$ cat src/rtl/response_control.sv
// Receive side of the PSL response interface: response register/decode, tag parity,
// AFU command credit pool and the PAGED/restart recovery FSM that gates command issue.
module response_control #(
    parameter int         CREDIT_WIDTH = 8,
    parameter logic [7:0] RESTART_TAG  = 8'hFF
) (
    input  logic                    clock,
    input  logic                    rstn,
    input  logic                    enabled_in,
    input  logic [CREDIT_WIDTH-1:0] credits_init_in,
    input  logic                    ha_rvalid,
    input  logic [7:0]              ha_rtag,
    input  logic                    ha_rtagpar,
    input  logic [7:0]              ha_response,
    input  logic [8:0]              ha_rcredits,
    input  logic                    command_issued_in,
    input  logic                    restart_ack_in,
    output logic                    rsp_valid_out,
    output logic [7:0]              rsp_tag_out,
    output logic                    rsp_done,
    output logic                    rsp_flushed,
    output logic                    rsp_paged,
    output logic                    rsp_error_out,
    output logic [CREDIT_WIDTH-1:0] credits_out,
    output logic                    credit_avail_out,
    output logic                    restart_req_out,
    output logic                    tag_parity_err_out,
    output logic                    credit_err_out
);

    localparam int STAGES = 2;
    localparam int SW     = CREDIT_WIDTH + 2;
    localparam logic signed [SW-1:0] CRED_MAX = SW'((1 << CREDIT_WIDTH) - 1);

    typedef struct packed {
        logic [7:0] tag;
        logic       tagpar;
        logic [7:0] code;
        logic [8:0] rcredits;
    } rsp_t;

    typedef enum logic [1:0] {
        IDLE  = 2'd0,
        FLUSH = 2'd1,
        WAIT  = 2'd2
    } state_t;

    logic                    enabled_q;
    logic                    init_done_q;
    logic [STAGES:1]         vld_pipe;
    rsp_t                    s1_q;
    state_t                  state_q, state_d;
    logic [CREDIT_WIDTH-1:0] credits_q;
    logic signed [SW-1:0]    cred_ret, cred_iss, cred_sum;
    logic                    s1_done, s1_flushed, s1_paged, s1_error, s1_par_bad;

    // S1 capture; S2 registers are the response outputs themselves
    always_ff @(posedge clock or negedge rstn) begin
        if (!rstn) begin
            enabled_q          <= 1'b0;
            vld_pipe           <= '0;
            s1_q               <= '0;
            rsp_tag_out        <= '0;
            rsp_done           <= 1'b0;
            rsp_flushed        <= 1'b0;
            rsp_paged          <= 1'b0;
            rsp_error_out      <= 1'b0;
            tag_parity_err_out <= 1'b0;
        end else begin
            enabled_q     <= enabled_in;
            vld_pipe      <= {vld_pipe[1], ha_rvalid & enabled_q};
            if (enabled_q) begin
                s1_q.tag      <= ha_rtag;
                s1_q.tagpar   <= ha_rtagpar;
                s1_q.code     <= ha_response;
                s1_q.rcredits <= ha_rcredits;
            end
            rsp_tag_out   <= s1_q.tag;
            rsp_done      <= vld_pipe[1] & s1_done;
            rsp_flushed   <= vld_pipe[1] & s1_flushed;
            rsp_paged     <= vld_pipe[1] & s1_paged;
            rsp_error_out <= vld_pipe[1] & s1_error;
            if (vld_pipe[1] && s1_par_bad)
                tag_parity_err_out <= 1'b1;
        end
    end

    assign rsp_valid_out = vld_pipe[STAGES];
    assign s1_par_bad    = ~^{s1_q.tag, s1_q.tagpar};

    always_comb begin
        s1_done    = 1'b0;
        s1_flushed = 1'b0;
        s1_paged   = 1'b0;
        s1_error   = 1'b0;
        case (s1_q.code)
            8'h00:   s1_done    = 1'b1;
            8'h06:   s1_flushed = 1'b1;
            8'h0A:   s1_paged   = 1'b1;
            default: s1_error   = 1'b1;
        endcase
    end

    // Signed sum wide enough that neither underflow nor overflow can wrap
    always_comb begin
        cred_ret = vld_pipe[1] ? SW'($signed(s1_q.rcredits)) : '0;
        cred_iss = (command_issued_in && enabled_q) ? SW'(1) : '0;
        cred_sum = $signed({2'b00, credits_q}) + cred_ret - cred_iss;
    end

    always_ff @(posedge clock or negedge rstn) begin
        if (!rstn) begin
            credits_q      <= '0;
            init_done_q    <= 1'b0;
            credit_err_out <= 1'b0;
        end else if (!init_done_q) begin
            if (enabled_q) begin
                credits_q   <= credits_init_in;
                init_done_q <= 1'b1;
            end
        end else if (cred_sum[SW-1]) begin
            credits_q      <= '0;
            credit_err_out <= 1'b1;
        end else if (cred_sum > CRED_MAX) begin
            credits_q      <= CRED_MAX[CREDIT_WIDTH-1:0];
            credit_err_out <= 1'b1;
        end else begin
            credits_q <= cred_sum[CREDIT_WIDTH-1:0];
        end
    end

    assign credits_out = credits_q;

    always_ff @(posedge clock or negedge rstn) begin
        if (!rstn) state_q <= IDLE;
        else       state_q <= state_d;
    end

    // Recovery reacts to the response as presented at the outputs
    always_comb begin
        state_d = state_q;
        case (state_q)
            IDLE:  if (rsp_valid_out && rsp_paged) state_d = FLUSH;
            FLUSH: if (restart_ack_in) state_d = WAIT;
            WAIT: begin
                if (rsp_valid_out && rsp_paged)
                    state_d = FLUSH;
                else if (rsp_valid_out && (rsp_done || rsp_error_out) &&
                         rsp_tag_out == RESTART_TAG)
                    state_d = IDLE;
            end
            default: state_d = IDLE;
        endcase
    end

    assign restart_req_out  = (state_q == FLUSH);
    assign credit_avail_out = (|credits_q) && (state_q == IDLE);

endmodule
$ cat config.mk
export PLATFORM = sky130hd
export DESIGN_NAME = response_control
export DESIGN_NICKNAME = d
export VERILOG_FILES = /design/src/rtl/response_control.sv
export SDC_FILE = /design/constraint.sdc
export NUM_CORES = 1
export LEC_CHECK = 0
export CAP_MARGIN = 30
export CORE_ASPECT_RATIO = 1.75
export CORE_MARGIN = 1
export CORE_UTILIZATION = 36
export CTS_CLUSTER_SIZE = 30
export DETAILED_ROUTE_END_ITERATION = 10
export DONT_BUFFER_PORTS = 1
export SKIP_CTS_REPAIR_TIMING = 1
export SLEW_MARGIN = 40
export SYNTH_ARGS = -nofsm -noshare
export SYNTH_HDL_FRONTEND = slang
export SYNTH_SLANG_ARGS = --single-unit
$ cat constraint.sdc
create_clock -name clock -period 7.85 [get_ports clock]
set_clock_uncertainty 0.05 [all_clocks]
set_input_delay 1.57 -clock clock [delete_from_list [all_inputs] [get_ports clock]]
set_output_delay 1.57 -clock clock [all_outputs]
set_load 0.02 [all_outputs]
[After elaboration in Yosys (flattened, before gate mapping)]
Cells that the tools add are included.
Word-level totals
  flip-flop bits (word level): 54
  output and inout bits: 25
Cells by class
  add/subtract/negate cells: 2
  magnitude comparators: 1
  eq/ne operators: 8
  multiplexer cells: 19
  bitwise operators: 5
  reduce and logical (&&, ||, !) cells: 16
Operators with widths (number)
  $mux W8: 4
  $add A9 B10 Y10: 1
  $gt A10 B9 Y1 const B: 1
  $mux W10: 1
  $sub A10 B2 Y10: 1
  $mux W1: 9
  $reduce_xnor A9 Y1: 1
  $eq A8 B3 Y1 const B: 1
  $eq A8 B4 Y1 const B: 1
  $eq A8 B8 Y1 const B: 1
  $logic_not A8 Y1: 1
  $mux W2: 4
  $reduce_or A8 Y1: 1
  $logic_and A1 B1 Y1: 6
  $pmux W2 S3: 1
  $and A1 B1 Y1: 5
  $ne A2 B2 Y1 const B: 2
  $reduce_bool A2 Y1: 2
  $ne A3 B3 Y1 const B: 1
  $reduce_and A3 Y1: 1
  $reduce_or A3 Y1: 1
  $eq A2 B1 Y1 const B: 1
  $eq A2 B2 Y1 const B: 1
  $logic_not A2 Y1: 1
  other kinds (2): 2

[Logic depth before layout (Yosys ltp)]
Gate-level depths: netlist (run 1).
  depth after elaboration: 7
  gate-level depth with buffers: 12
  mapped depth without buffers: 10

[Worst setup path after synthesis (run 1)]
Ideal clock, no wire load.
  path kind: input -> register
  from: input port command_issued_in
  to: register credits_q[2] (netlist: credits_out[2])
  library setup time: 0.104 ns
  arrival time: 3.571 ns
  data required time: 7.696 ns
  path slack: 4.125 ns
  cell stages on the path: 10
  buffers on the path: 0
  cells stage by stage: and2_1 ha_1 inv_1 ha_1 fa_1 a211oi_1 nor3_1 mux2i_1 nor2_2 a221oi_1
Between the ends
  word-level cells in the longest chain between the ends: 7
RTL lines
  start: declaration: RTL line 16  | input logic command_issued_in,
  $logic_and A1 B1 Y1 (*): RTL line 107  | cred_iss = (command_issued_in && enabled_q) ? SW'(1) : '0;
  $mux W1 (*): RTL line 107
  $sub A10 B2 Y10 (*): RTL line 108  | cred_sum = $signed({2'b00, credits_q}) + cred_ret - cred_iss;
  $gt A10 B9 Y1: RTL line 124  | end else if (cred_sum > CRED_MAX) begin
  $mux W8: RTL line 124
  $mux W8 (*): RTL line 121  | end else if (cred_sum[SW-1]) begin
  $mux W8 (*): RTL line 116  | end else if (!init_done_q) begin
  end signal: assignment: RTL line 118  | credits_q <= credits_init_in;
  end signal: assignment: RTL line 125  | credits_q <= CRED_MAX[CREDIT_WIDTH-1:0];
  end signal: assignment: RTL line 128  | credits_q <= cred_sum[CREDIT_WIDTH-1:0];
  end: declaration: RTL line 53  | logic [CREDIT_WIDTH-1:0] credits_q;
Every way passes the cells marked *; elsewhere a longest branch is shown, timed or not.
A chain may end at the register's enable or synchronous reset.

[Final worst setup path (run 1)]
Ends and elaborated chain as after synthesis.

==> results.ini, run 1 <==
[run_status]
status=finished, final reports clean

[logic_synthesis]
synthCells=247
synthFlopType=dfrtp_1
post_synth.cell_area_avg_um2=11.2
syn_area_um2=2770
synth-simple-area-share=0.0997
ys_ff_latch=54
synth_top_family_by_area=compound AO/OA/AOI/OAI gates
synth.area.mux_share=0.116
synthTopCellsByArea=dfrtp_1 (49%), mux2_2 (11%), ha_1 (7.7%)
synthArstFlopShare=1.00
synth_top_area_cell=dfrtp_1
synth_seq_area_share=0.487
synth_edf_count=0
ys_warn_count=0
synth_fa_ha_area_frac=0.0839
syn-num-nets=305
synth_xor_area_frac=0.0442
netlist-cell-type-count=45
synth_compound_area_frac=0.122
synth_top_area_frac=0.487

[floorplan]
die_w_um=68.4
dieHeight_um=118
rows=42
core_um2=7510
ios=65
start_util=0.369
dieArea_um2=8070

[finish]
n_antenna_cell=0
area_growth_pct=8.53
final-instance-count-excl-fill=336
drive_above_1_share=0.165
fin_nets=305
fillers=758

[clock_network]
clkTransAtPathRegs_ns=0.07
cts_buffers=5
clk_path_buf_depth=2
numClockSinks=54
clock_latency_ns=0.29
clock-root-buffer=clkbuf_16
tritoncts=yes
ctsHtreeMaxLevel=2

[routing]
wirelength_mm=5.95
via_per_inst=5.32
dr.pass1.iters=4
drt-initial-drc-count=36
drc=0
num_vias=1787
ant_nets=0
post_drt_wl_per_cell_um=17.7

[sta]
setup_tns_ns=0
slew_headroom=0.491
fin_hold_ws_ns=0.363
period_share=0.468
min_period_ns=3.67
finalSetupViolations=0
tightest_slew_ns=0.759
fmax_mhz=272
rsz0062_at_grt=false
hold_viol=0
final-max-slew-violation-count=0

[global_route]
first_global_vias=1922
grt_usage=0.163
grt_antenna_before_repair=0
gr-total-overflow=0
grt_pass1_wl_mm=9.37
grt_max_degree=55

[worst_setup_path]
critPathLaunchType=primary input
required_ns=7.99
crit_arrival_ns=3.81
endpoint_kind=flop
crit_type=primary input to flop
cp_max_fo=7

[pwr]
leakage_nw=1.37
p_per_area_nw_per_um2=377
ir_drop_v=0.000179

[placed_design]
port_buffers=0
dp_hpwl_mm=4.58
finalWeightedCongestion=0.845
dp.cells=328

[hold_path]
hp-class=flop to flop

[job]
drv_cap=0

==> critical path, stage by stage <==
cell,delay (ns)
and2_1,0.12
ha_1,0.27
inv_1,0.04
ha_1,0.20
fa_1,0.42
a211oi_1,0.35
nor3_1,0.12
mux2i_1,0.28
nor2_2,0.14
a221oi_1,0.29
==> layer usage <==
layer	wire length [um]	global-route usage	vias to the layer above	part of all wire
met1	2000	0.144	877	0.34
met5	0	0	-	0
met3	361	0.0484	10	0.061
li1	-	-	862	-
met4	138	0.0716	0	0.023
met2	3450	0.311	38	0.58
==> Yosys cell counts (2+ instances only) <==
master    count
ha_1         17
dfrtp_1      54
o21ai_0       3
inv_1        25
a311oi_1      5
a21oi_1       6
xnor2_1       8
nor2b_1       6
a21o_1        2
nand3_1       2
mux2i_1       3
a211oi_1      5
nand2_1      18
nand2b_1      2
mux2_2       26
xor2_1        6
o211a_1       5
and2_1        3
nor2_1       13
nor3_1        4
clkbuf_1      6
nor4_1        3
buf_2         2
o21a_1        2
==> worst paths after layout <==
kind                                   start              to  slack, ns  depth (start not counted)
max                        command_issued_in  credits_out[2]       4.18                         10
min                                 s1_q[18]  rsp_tag_out[0]       0.36                          0
max reg2reg                      vld_pipe[1]  credits_out[2]       4.82                         10
min reg2reg                         s1_q[18]  rsp_tag_out[0]       0.36                          0
max in group asynchronous               rstn        s1_q[12]       6.72                          0
min in group asynchronous               rstn        s1_q[23]       0.92                          0
==> cells by family after synthesis <==
group,Yosys count
and+or+nand+nor,57
DFF,54
AOI/OAI and AO/OA,41
buffers and inverters,34
muxes,29
adders and majority gates,18
xor gates and xnor gates,14
==> stage by stage <==
step,util,cell area (um2),worst slack (ns),power [mW]
final,0.401,3010,4.18,1.13
after global routing,0.401,3010,3.96,1.22
after CTS,0.401,3010,4.19,1.15
after detailed placement,0.380,2860,3.90,0.918
after global placement,0.380,2860,3.98,0.906
after floorplan,-,2770,4.12,0.805
==> power breakdown <==
group | internal [mW] | switching (mW) | total [mW]
Combinational | 0.226 | 0.286 | 0.512
Clock | 0.128 | 0.0968 | 0.225
Sequential | 0.322 | 0.0746 | 0.397
==> layout by cell type (no fill, tap or decap), types with 3 or more instances in the layout <==
cell type / netlist / final
and2_1: 3 / 3
clkbuf_16: 0 / 5
nor3_1: 4 / 4
nand2_1: 18 / 18
ha_1: 17 / 17
nor2b_1: 6 / 6
xnor2_1: 8 / 8
o21ai_0: 3 / 3
a311oi_1: 5 / 5
nor2_1: 13 / 13
mux2_2: 26 / 26
a211oi_1: 5 / 5
dfrtp_1: 54 / 54
a21oi_1: 6 / 6
mux2i_1: 3 / 3
inv_1: 25 / 25
nor4_1: 3 / 3
o211a_1: 5 / 5
xor2_1: 6 / 6
==> flip-flops by register name, summed over array words and instances (netlist names) <==
register	flops
credit_err_out	1
enabled_q	1
rsp_flushed	1
state_q	2
rsp_tag_out	8
rsp_error_out	1
init_done_q	1
credits_out	8
tag_parity_err_out	1
s1_q	26
rsp_done	1
rsp_paged	1
vld_pipe	2
==> cell type report <==
| class | instances | area, um2 | area share |
|---|---|---|---|
| Tap cell | 88 | 110 | 0.0366 |
| Inverter | 26 | 97.6 | 0.0324 |
| Clock inverter | 1 | 8.76 | 0.00291 |
| Clock buffer | 7 | 143 | 0.0474 |
| Timing Repair Buffer | 1 | 7.51 | 0.00249 |
| Sequential cell | 54 | 1350 | 0.449 |
| Multi-Input combinational cell | 159 | 1290 | 0.429 |
(Power assumes the default switching activity.)
==> inputs of run 2 (changes only) <==
clock period = 3.4 ns   (was 7.85 ns; I/O delays follow)
==> run 2 against run 1 <==
Effect of this change:
- hold slack got worse by 0.34 ns
- sequential cell count unchanged
- sequential share of layout area decreased by 0.33 points
- largest cell class unchanged
- largest power group unchanged
==> results.ini, run 2 (synthesis results as in run 1) <==
[worst_setup_path]
r2r_cells=9  ; was 10
critPathLaunchType=flop  ; was primary input
cp_max_fo=7  ; unchanged
regToRegEndpoint=credits_out[2]  ; unchanged
worstReg2RegStart=credits_out[1]  ; was vld_pipe[1]
endpoint_kind=flop  ; unchanged
cp-startpoint=credits_out[1]  ; was command_issued_in
crit_path_end=credits_out[2]  ; unchanged
reg2reg_slack_ns=0.47  ; was 4.82 ns
required_ns=3.53  ; was 7.99 ns
crit_arrival_ns=3.06  ; was 3.81 ns
crit_type=flop to flop  ; was primary input to flop

[clock_network]
clk_path_buf_depth=2  ; unchanged
numClockSinks=54  ; unchanged
ctsHtreeMaxLevel=2  ; unchanged
cts_buffers=5  ; unchanged
clock_latency_ns=0.29  ; about the same
clock-root-buffer=clkbuf_16  ; unchanged
clkTransAtPathRegs_ns=0.07  ; about the same
tritoncts=yes  ; unchanged

[floorplan]
rows=42  ; unchanged
die_w_um=68.4  ; unchanged
dieHeight_um=118  ; unchanged
core_um2=7510  ; unchanged
start_util=0.369  ; unchanged
ios=65  ; unchanged
dieArea_um2=8070  ; unchanged

[sta]
fmax_mhz=341
hold_viol=0  ; unchanged
tightest_slew_ns=0.762  ; was 0.759 ns
rsz0062_at_grt=false  ; unchanged
setup_tns_ns=0  ; unchanged
finalSetupViolations=0  ; unchanged
period_share=0.862
slew_headroom=0.489  ; was 0.491
final-max-slew-violation-count=0  ; unchanged
min_period_ns=2.93

[finish]
drive_above_1_share=0.169  ; was 0.165
area_growth_pct=9.34  ; was 8.53%
largest_register=s1_q  ; unchanged
final-instance-count-excl-fill=337  ; was 336
largest_register_ffs=26  ; unchanged
layout_common_cells=dfrtp_1 (54), mux2_2 (26), inv_1 (25), nand2_1 (18), ha_1 (17)  ; unchanged
fin_util=0.404  ; was 0.401
final_common_cell=dfrtp_1  ; unchanged
n_antenna_cell=0  ; unchanged
fin_nets=306  ; was 305

[pwr]
total_power_mw=2.68  ; was 1.13 mW
ir_drop_v=0.000442  ; was 0.000179 V
p_per_area_nw_per_um2=885  ; was 377 nW/um2
leakage_nw=1.37  ; about the same

[routing]
post_drt_wl_per_cell_um=17.7  ; about the same
drt-initial-drc-count=26  ; was 36
via_per_inst=5.45  ; was 5.32
drc=0  ; unchanged
num_vias=1835  ; was 1787
ant_nets=0  ; unchanged
dr.pass1.iters=4  ; unchanged
wirelength_mm=5.97  ; was 5.95 mm

[global_route]
grt_max_degree=55  ; unchanged
grt_antenna_before_repair=0  ; unchanged
grt_pass1_wl_mm=9.69  ; was 9.37 mm
first_global_vias=1991  ; was 1922
gr-total-overflow=0  ; unchanged
grt_usage=0.166  ; was 0.163

[job]
drv_cap=0  ; unchanged

[placed_design]
dp_hpwl_mm=4.67  ; was 4.58 mm
port_buffers=0  ; unchanged
dp.cells=329  ; was 328
finalWeightedCongestion=0.838  ; was 0.845

[hold_path]
hp-class=primary input to async pin  ; was flop to flop

[run_status]
status=finished, final reports clean  ; unchanged

-- run 2: cell types whose count changed in the layout (fill, tap and decap cells not counted), sizes merged --
cell / change
clkbuf: -1
clkinvlp: +1
bufinv: +1
buf: +1
inv: -1
-- run 2: how the worst min path moves through the flow --
stage	cells past startpoint	slack (ns)	end
after detailed placement	0	0.34	s1_q[23]
final	0	0.02	s1_q[4]
after floorplan	0	0.33	credit_err_out
after global routing	0	0.01	s1_q[23]
after CTS	0	0.02	s1_q[2]
after global placement	0	0.34	s1_q[23]
-- run 2: power breakdown --
group          internal, mW  switching (mW)
Combinational         0.524           0.667
Sequential            0.744           0.171
Clock                 0.348           0.230
Total                  1.62            1.07
-- run 2: layer usage --
| metal | global-route usage | share of wire |
|---|---|---|
| met5 | 0 | 0 |
| met1 | 0.154 | 0.32 |
| met4 | 0.104 | 0.054 |
| met3 | 0.0514 | 0.067 |
| met2 | 0.294 | 0.56 |
-- run 2: area by class of cell --
type | count | area [um2]
repair buffers | 2 | 15.0
inverters | 26 | 97.6
fillers | 741 | 4480
clock inverters | 2 | 37.5
multi-input cells | 159 | 1290
clock buffers | 6 | 129
well taps | 88 | 110
flip-flops and latches | 54 | 1350
-- run 2: metrics by stage --
step / hold WS, ns / area (um2) / setup slack [ns]
finish: 0.0234 / 3030 / 0.468
global placement: 0.336 / 2870 / 0.418
detailed placement: 0.335 / 2870 / 0.281
CTS: 0.0167 / 3030 / 0.470
global route: 0.0105 / 3030 / 0.292
floorplan: 0.334 / 2770 / 0.499
-- run 2: critical path: stages, from the launching register on --
cell      delay [ns]
dfrtp_1         0.54
inv_1           0.15
ha_1            0.30
inv_1           0.07
fa_1            0.47
a211oi_1        0.36
nor3_1          0.12
mux2i_1         0.28
nor2_2          0.14
a221oi_1        0.33
